File: src/rtl/snn_sched_pkg.sv
// Shared types and defaults for the SNN batch scheduler.
package snn_sched_pkg;

    localparam int IMG_W_DEF = 10;
    localparam int EP_W_DEF  = 4;
    localparam int TMO_W_DEF = 20;

    localparam logic MODE_LERN = 1'b0;
    localparam logic MODE_INFR = 1'b1;

    typedef enum logic [3:0] {
        ST_IDLE,
        ST_INIT,
        ST_INIT_WAIT,
        ST_LOAD,
        ST_FIRE,
        ST_RUN,
        ST_RESULT,
        ST_SETTLE,
        ST_DONE
    } state_t;

endpackage

File: src/rtl/snn_sched_wdog.sv
// Run watchdog: clearable, loadable up-counter with a terminal-count flag.
module snn_sched_wdog
    import snn_sched_pkg::*;
#(
    parameter int               TMO_W  = TMO_W_DEF,
    parameter logic [TMO_W-1:0] TC_VAL = '1
) (
    input  logic             clk,
    input  logic             rst_n,
    input  logic             clr,
    input  logic             load,
    input  logic [TMO_W-1:0] load_val,
    input  logic             en,
    output logic             tc
);

    logic [TMO_W-1:0] cnt;

    // Clear wins over load, load wins over counting.
    always_ff @(posedge clk or negedge rst_n) begin
        if (!rst_n) begin
            cnt <= '0;
        end else if (clr) begin
            cnt <= '0;
        end else if (load) begin
            cnt <= load_val;
        end else if (en) begin
            cnt <= cnt + TMO_W'(1);
        end
    end

    assign tc = (cnt == TC_VAL);

endmodule

File: src/rtl/snn_batch_sched.sv
// Batch scheduler: drives the SNN core over images x epochs and streams winners.
//
// state      | meaning
// -----------+----------------------------------------------------------
// IDLE       | waiting for start; configuration latched on start
// INIT       | one-cycle core init pulse
// INIT_WAIT  | waiting for core idle after init
// LOAD       | image request to host, waiting for ack
// FIRE       | one-cycle learn/infer pulse, watchdog cleared
// RUN        | waiting for core done, watchdog counting
// RESULT     | result held valid until consumer ready
// SETTLE     | waiting for core to drop done and return idle, then advance
// DONE       | one-cycle batch completion pulse
module snn_batch_sched
    import snn_sched_pkg::*;
#(
    parameter int               IMG_W   = IMG_W_DEF,
    parameter int               EP_W    = EP_W_DEF,
    parameter int               TMO_W   = TMO_W_DEF,
    parameter logic [TMO_W-1:0] TMO_MAX = 20'hFFFFF
) (
    input  logic             clk,
    input  logic             rst_n,
    input  logic             i_start,
    input  logic             i_mode,
    input  logic             i_init_en,
    input  logic [IMG_W-1:0] i_num_img,
    input  logic [EP_W-1:0]  i_num_epoch,
    input  logic             i_abort,
    output logic             o_img_req,
    output logic [IMG_W-1:0] o_img_idx,
    input  logic             i_img_ack,
    output logic             o_snn_init,
    output logic             o_snn_lern,
    output logic             o_snn_infr,
    input  logic             i_snn_idle,
    input  logic             i_snn_done,
    input  logic [7:0]       i_snn_winner,
    output logic             o_res_valid,
    output logic [IMG_W-1:0] o_res_idx,
    output logic [EP_W-1:0]  o_res_epoch,
    output logic [7:0]       o_res_winner,
    input  logic             i_res_ready,
    output logic             o_busy,
    output logic             o_batch_done,
    output logic             o_err_tmo
);

    localparam logic [TMO_W-1:0] TMO_TC = TMO_MAX - TMO_W'(1);

    state_t           state, state_nxt;
    logic             mode_q;
    logic [IMG_W-1:0] num_img_q, img_cnt;
    logic [EP_W-1:0]  num_epoch_q, epoch_cnt;
    logic [7:0]       winner_q;
    logic             err_tmo_q;
    logic             start_acc, cap_win, tmo_hit, adv;
    logic             wdog_clr, wdog_en, wdog_tc;
    logic             last_img, last_ep;

    assign last_img = (img_cnt == num_img_q - IMG_W'(1));
    assign last_ep  = (epoch_cnt == num_epoch_q - EP_W'(1));

    snn_sched_wdog #(
        .TMO_W  (TMO_W),
        .TC_VAL (TMO_TC)
    ) u_wdog (
        .clk      (clk),
        .rst_n    (rst_n),
        .clr      (wdog_clr),
        .load     (1'b0),
        .load_val ('0),
        .en       (wdog_en),
        .tc       (wdog_tc)
    );

    // State register.
    always_ff @(posedge clk or negedge rst_n) begin
        if (!rst_n) begin
            state <= ST_IDLE;
        end else begin
            state <= state_nxt;
        end
    end

    // Next-state, datapath strobes and state-decoded outputs; abort overrides everything outside IDLE.
    always_comb begin
        state_nxt    = state;
        start_acc    = 1'b0;
        cap_win      = 1'b0;
        tmo_hit      = 1'b0;
        adv          = 1'b0;
        wdog_clr     = 1'b0;
        wdog_en      = 1'b0;
        o_img_req    = 1'b0;
        o_snn_init   = 1'b0;
        o_snn_lern   = 1'b0;
        o_snn_infr   = 1'b0;
        o_res_valid  = 1'b0;
        o_batch_done = 1'b0;

        if (state != ST_IDLE && i_abort) begin
            state_nxt = ST_IDLE;
        end else begin
            case (state)
                ST_IDLE: begin
                    if (i_start && !i_abort) begin
                        start_acc = 1'b1;
                        if (i_num_img == '0)  state_nxt = ST_DONE;
                        else if (i_init_en)   state_nxt = ST_INIT;
                        else                  state_nxt = ST_LOAD;
                    end
                end
                ST_INIT:      state_nxt = ST_INIT_WAIT;
                ST_INIT_WAIT: if (i_snn_idle) state_nxt = ST_LOAD;
                ST_LOAD:      if (i_img_ack)  state_nxt = ST_FIRE;
                ST_FIRE: begin
                    wdog_clr  = 1'b1;
                    state_nxt = ST_RUN;
                end
                ST_RUN: begin
                    wdog_en = 1'b1;
                    if (i_snn_done) begin
                        cap_win   = 1'b1;
                        state_nxt = ST_RESULT;
                    end else if (wdog_tc) begin
                        tmo_hit   = 1'b1;
                        state_nxt = ST_IDLE;
                    end
                end
                ST_RESULT:    if (i_res_ready) state_nxt = ST_SETTLE;
                ST_SETTLE: begin
                    if (!i_snn_done && i_snn_idle) begin
                        adv       = 1'b1;
                        state_nxt = (last_img && last_ep) ? ST_DONE : ST_LOAD;
                    end
                end
                ST_DONE:      state_nxt = ST_IDLE;
                default:      state_nxt = ST_IDLE;
            endcase
        end

        case (state)
            ST_INIT:   o_snn_init   = 1'b1;
            ST_LOAD:   o_img_req    = 1'b1;
            ST_FIRE: begin
                o_snn_lern = (mode_q == MODE_LERN);
                o_snn_infr = (mode_q == MODE_INFR);
            end
            ST_RESULT: o_res_valid  = 1'b1;
            ST_DONE:   o_batch_done = 1'b1;
            default: ;
        endcase
    end

    // Latched configuration, image/epoch counters, captured winner and sticky timeout.
    always_ff @(posedge clk or negedge rst_n) begin
        if (!rst_n) begin
            mode_q      <= MODE_LERN;
            num_img_q   <= '0;
            num_epoch_q <= '0;
            img_cnt     <= '0;
            epoch_cnt   <= '0;
            winner_q    <= '0;
            err_tmo_q   <= 1'b0;
        end else begin
            if (start_acc) begin
                mode_q      <= i_mode;
                num_img_q   <= i_num_img;
                num_epoch_q <= (i_num_epoch == '0) ? EP_W'(1) : i_num_epoch;
                img_cnt     <= '0;
                epoch_cnt   <= '0;
                err_tmo_q   <= 1'b0;
            end
            if (tmo_hit) err_tmo_q <= 1'b1;
            if (cap_win) winner_q  <= i_snn_winner;
            if (adv) begin
                if (last_img) begin
                    img_cnt   <= '0;
                    epoch_cnt <= epoch_cnt + EP_W'(1);
                end else begin
                    img_cnt   <= img_cnt + IMG_W'(1);
                end
            end
        end
    end

    assign o_img_idx    = img_cnt;
    assign o_res_idx    = img_cnt;
    assign o_res_epoch  = epoch_cnt;
    assign o_res_winner = winner_q;
    assign o_err_tmo    = err_tmo_q;
    assign o_busy       = (state != ST_IDLE);

endmodule
File: config.mk
export PLATFORM = sky130hd
export DESIGN_NAME = snn_batch_sched
export DESIGN_NICKNAME = d
export VERILOG_FILES = /design/src/rtl/snn_sched_pkg.sv /design/src/rtl/snn_sched_wdog.sv /design/src/rtl/snn_batch_sched.sv
export SDC_FILE = /design/constraint.sdc
export NUM_CORES = 1
export LEC_CHECK = 0
export BUFFER_PORTS_ARGS = -buffer_cell sky130_fd_sc_hd__clkbuf_2
export CORE_MARGIN = 4
export CORE_UTILIZATION = 60
export DETAILED_ROUTE_END_ITERATION = 8
export PLACE_DENSITY_LB_ADDON = 0.25
export SYNTH_ARGS = -nofsm -noshare
export SYNTH_HDL_FRONTEND = slang
export SYNTH_SLANG_ARGS = --single-unit
File: constraint.sdc
create_clock -name clk -period 4.5 [get_ports clk]
set_input_delay 0.45 -clock clk [delete_from_list [all_inputs] [get_ports clk]]
set_output_delay 0.45 -clock clk [all_outputs]
set_load 0.02 [all_outputs]
==> summary.md <==
| Metric | Value |
|---|---|
| Cells resized by post-CTS repair | `0` |
| Syn nets | `424` |
| Peak Freq | `0.341 GHz` |
| Avg Inst Size Synth | `9.45 um^2` |
| First drt pass iteration count | `4` |
| Area of the multi-input gates | `1920 um^2` |
| Yosys reg bits | `62` |
| Max-slew violations | `0` |
| Final WS setup | `1.57 ns` |
| Met2 wire len | `4.17 mm` |
| Clock Latency Late Sink | `0.34 ns` |
| Period utilization | `0.651` |
| CTS root buf | `clkbuf_8` |
| Slew @ Worst Pin | `1.18 ns` |
| Vias in the first global route | `3121` |
| P per Cell Area | `477 nW/um^2` |
| NumNets Final | `484` |
| Post-synth EDFFs | `0` |
| CP Class | `register to register` |
| Warning count from the yosys run | `0` |
| Share of cells above drive strength 1 | `0.264` |
| Run status | `finished clean` |
| Synth Instances | `386` |
| Chip width | `86.0 um` |
| Leakage | `1.96 nW` |
| Req. time, crit path | `4.72 ns` |
| Critical path fanouts, max | `13` |
| Clk slew on worst S/H paths | `0.07 ns` |
| Largest net degree at the start of global routing | `45` |
| Clock buffer depth | `2` |
| DRT antenna net count | `0` |
| Critical path data arrival time | `3.15 ns` |
| First-pass GRT wire length | `14.7 mm` |
| Peak VDD IR | `399 uV` |
| Worst R2R Start | `num_img_q[0]` |
| P&R area growth vs syn | `15.4%` |
| FP Rows | `28` |
| Final hold vios | `0` |
| Worst Hold Class | `input port to async pin` |
| R2r setup slk | `1.57 ns` |
| Initial antenna violation count | `0` |
| Routed length per placed instance | `16.2 um` |
| CTS tree | `built` |
| WHS | `0.0552 ns` |
| Vias per inst | `6.04` |
| Final WL | `8.54 mm` |
| CTS buffer count | `9` |
| CP startpoint | `num_img_q[0]` |
| Ant. Diodes | `0` |
| Total clock sinks | `62` |
| # Post-CTS Setup Buffers | `0` |
| DRT iter0 DRCs | `197` |
| Routed met1 length | `3.72 mm` |
| Max-cap violation count | `0` |
| Top_reg_cell synth | `dfrtp_1` |
| Die footprint | `7390 um^2` |
| CP Launch Type | `register` |
| Commonest non-fill, non-tap cell in the layout | `clkbuf_2` |
| Hold_buf cts | `0` |
| DR vias | `3179` |
| Chip height | `86.0 um` |
| Post-Place Setup Slack | `1.59 ns` |
| Final setup vio count | `0` |
| Residual DRC | `0` |
| Async set or reset register ratio after synthesis | `1.00` |
| Initial Util | `0.616` |
| Total track usage | `0.248` |
| Relative slew slack | `0.211` |
| Top layer in use | `met4` |
| Num ports | `72` |
| Tmin final | `2.93 ns` |
| Placed wire-length estimate | `6.25 mm` |
| CP endpoint kind | `register` |
| Placer Congestion | `0.852` |
| H-tree levels | `3` |
| Mapped Area | `3650 um^2` |
| Setup TNS | `0 ns` |
| Register area | `1550 um^2` |
| Library cells used by synthesis | `55` |
| Core area | `5920 um^2` |
| Met3 WL | `519 um` |
| Sequential share of the synthesized area | `0.425` |
| RSZ-0062 raised after global routing | `no` |
| Clock Skew | `0.00906 ns` |
| Total grt overflow | `0` |
| Most frequent cells in the layout | `clkbuf_2 (71), dfrtp_1 (62), nor2_1 (39)` |
| Fillers | `473` |
| Port bufs | `71` |
critical path, cell delays in order (launching register included):
cell	delay, ns
dfrtp_1	0.43
inv_1	0.08
ha_1	0.24
or4b_4	0.53
o31ai_4	0.20
nand3_2	0.11
or4_4	0.52
o311a_1	0.37
or3_1	0.34
registers in the layout (all words and copies together), names as in the netlist:
| signal | count |
|---|---|
| u_wdog.cnt | 20 |
| o_res_epoch | 4 |
| o_err_tmo | 1 |
| state | 4 |
| mode_q | 1 |
| o_img_idx | 10 |
| num_img_q | 10 |
| o_res_winner | 8 |
| num_epoch_q | 4 |
final timing paths:
kind	depth (start not counted)	to
max	8	o_res_epoch[2]
min	1	num_img_q[2]
max reg2reg	8	o_res_epoch[2]
min reg2reg	1	o_res_winner[3]
max in group asynchronous	2	o_res_epoch[0]
min in group clk	2	o_res_winner[1]
layout make-up:
type,instances,share of cell area
clock buffers,13,0.0401
clock inverters,3,0.0155
inverters,13,0.0116
multi-input cells,288,0.456
flip-flops and latches,62,0.368
well taps,75,0.0223
repair buffers,72,0.0862
stage by stage:
stage | power [W] | utilization | instance area, um^2 | cells
2_1_floorplan | 0.00127 | - | 3650 | 386
3_3_place_gp | 0.00140 | 0.672 | 3980 | 510
3_5_place_dp | 0.00144 | 0.672 | 3980 | 510
4_1_cts | 0.00201 | 0.711 | 4210 | 526
5_1_grt | 0.00213 | 0.711 | 4210 | 526
6_report | 0.00201 | 0.711 | 4210 | 526
power breakdown:
group | switching, W | internal [W]
Combinational | 0.000360 | 0.000277
Clock | 0.000213 | 0.000357
Sequential | 0.000137 | 0.000666
Total | 0.000710 | 0.00130
per-layer routing:
metal,global-route usage,up-vias
met5,0,-
met4,0.0993,0
met3,0.0442,14
met2,0.391,117
met1,0.340,1550
li1,-,1498
synth_stat cells, types with 2 or more instances:
cell / number / area (um^2)
a211oi_1: 2 / 15.0
nand2b_1: 4 / 25.0
or3b_2: 2 / 17.5
ha_1: 6 / 75.1
o221ai_1: 4 / 35.0
a21o_1: 2 / 15.0
and3_1: 6 / 37.5
nand4b_1: 2 / 17.5
nor2b_1: 9 / 56.3
clkbuf_1: 10 / 37.5
nand2_1: 32 / 120
or2_2: 2 / 12.5
buf_4: 10 / 75.1
nand4_1: 15 / 93.8
o311ai_0: 2 / 17.5
a31oi_1: 3 / 18.8
nor4b_1: 2 / 17.5
nand3_1: 13 / 65.1
mux2_2: 22 / 248
nor3_1: 16 / 80.1
a21oi_1: 5 / 25.0
o2111ai_1: 2 / 17.5
nor4_1: 8 / 50.1
mux2i_1: 4 / 40.0
or3_1: 8 / 50.1
xnor2_1: 14 / 123
nor2_1: 39 / 146
inv_1: 13 / 48.8
dfrtp_1: 62 / 1550
o21a_1: 2 / 15.0
and2_1: 6 / 37.5
o21ai_0: 15 / 75.1
or4_1: 2 / 15.0
o22ai_1: 2 / 12.5
a211o_1: 2 / 17.5
xor2_1: 17 / 149
buf_2: 3 / 15.0
logic make-up (layout without fill, tap and decap cells):
group / count (synthesis) / after routing / synth area share
AO/OA/AOI/OAI: 51 / 51 / 0.0995
XOR/XNOR: 31 / 31 / 0.0744
adder cells (fa/ha/maj): 6 / 6 / 0.0206
buffers and inverters: 36 / 101 / 0.0484
flip-flops: 62 / 62 / 0.425
multiplexers: 26 / 26 / 0.0789
AND/OR/NAND/NOR: 174 / 174 / 0.253
Power figures use the tool's default switching activity.
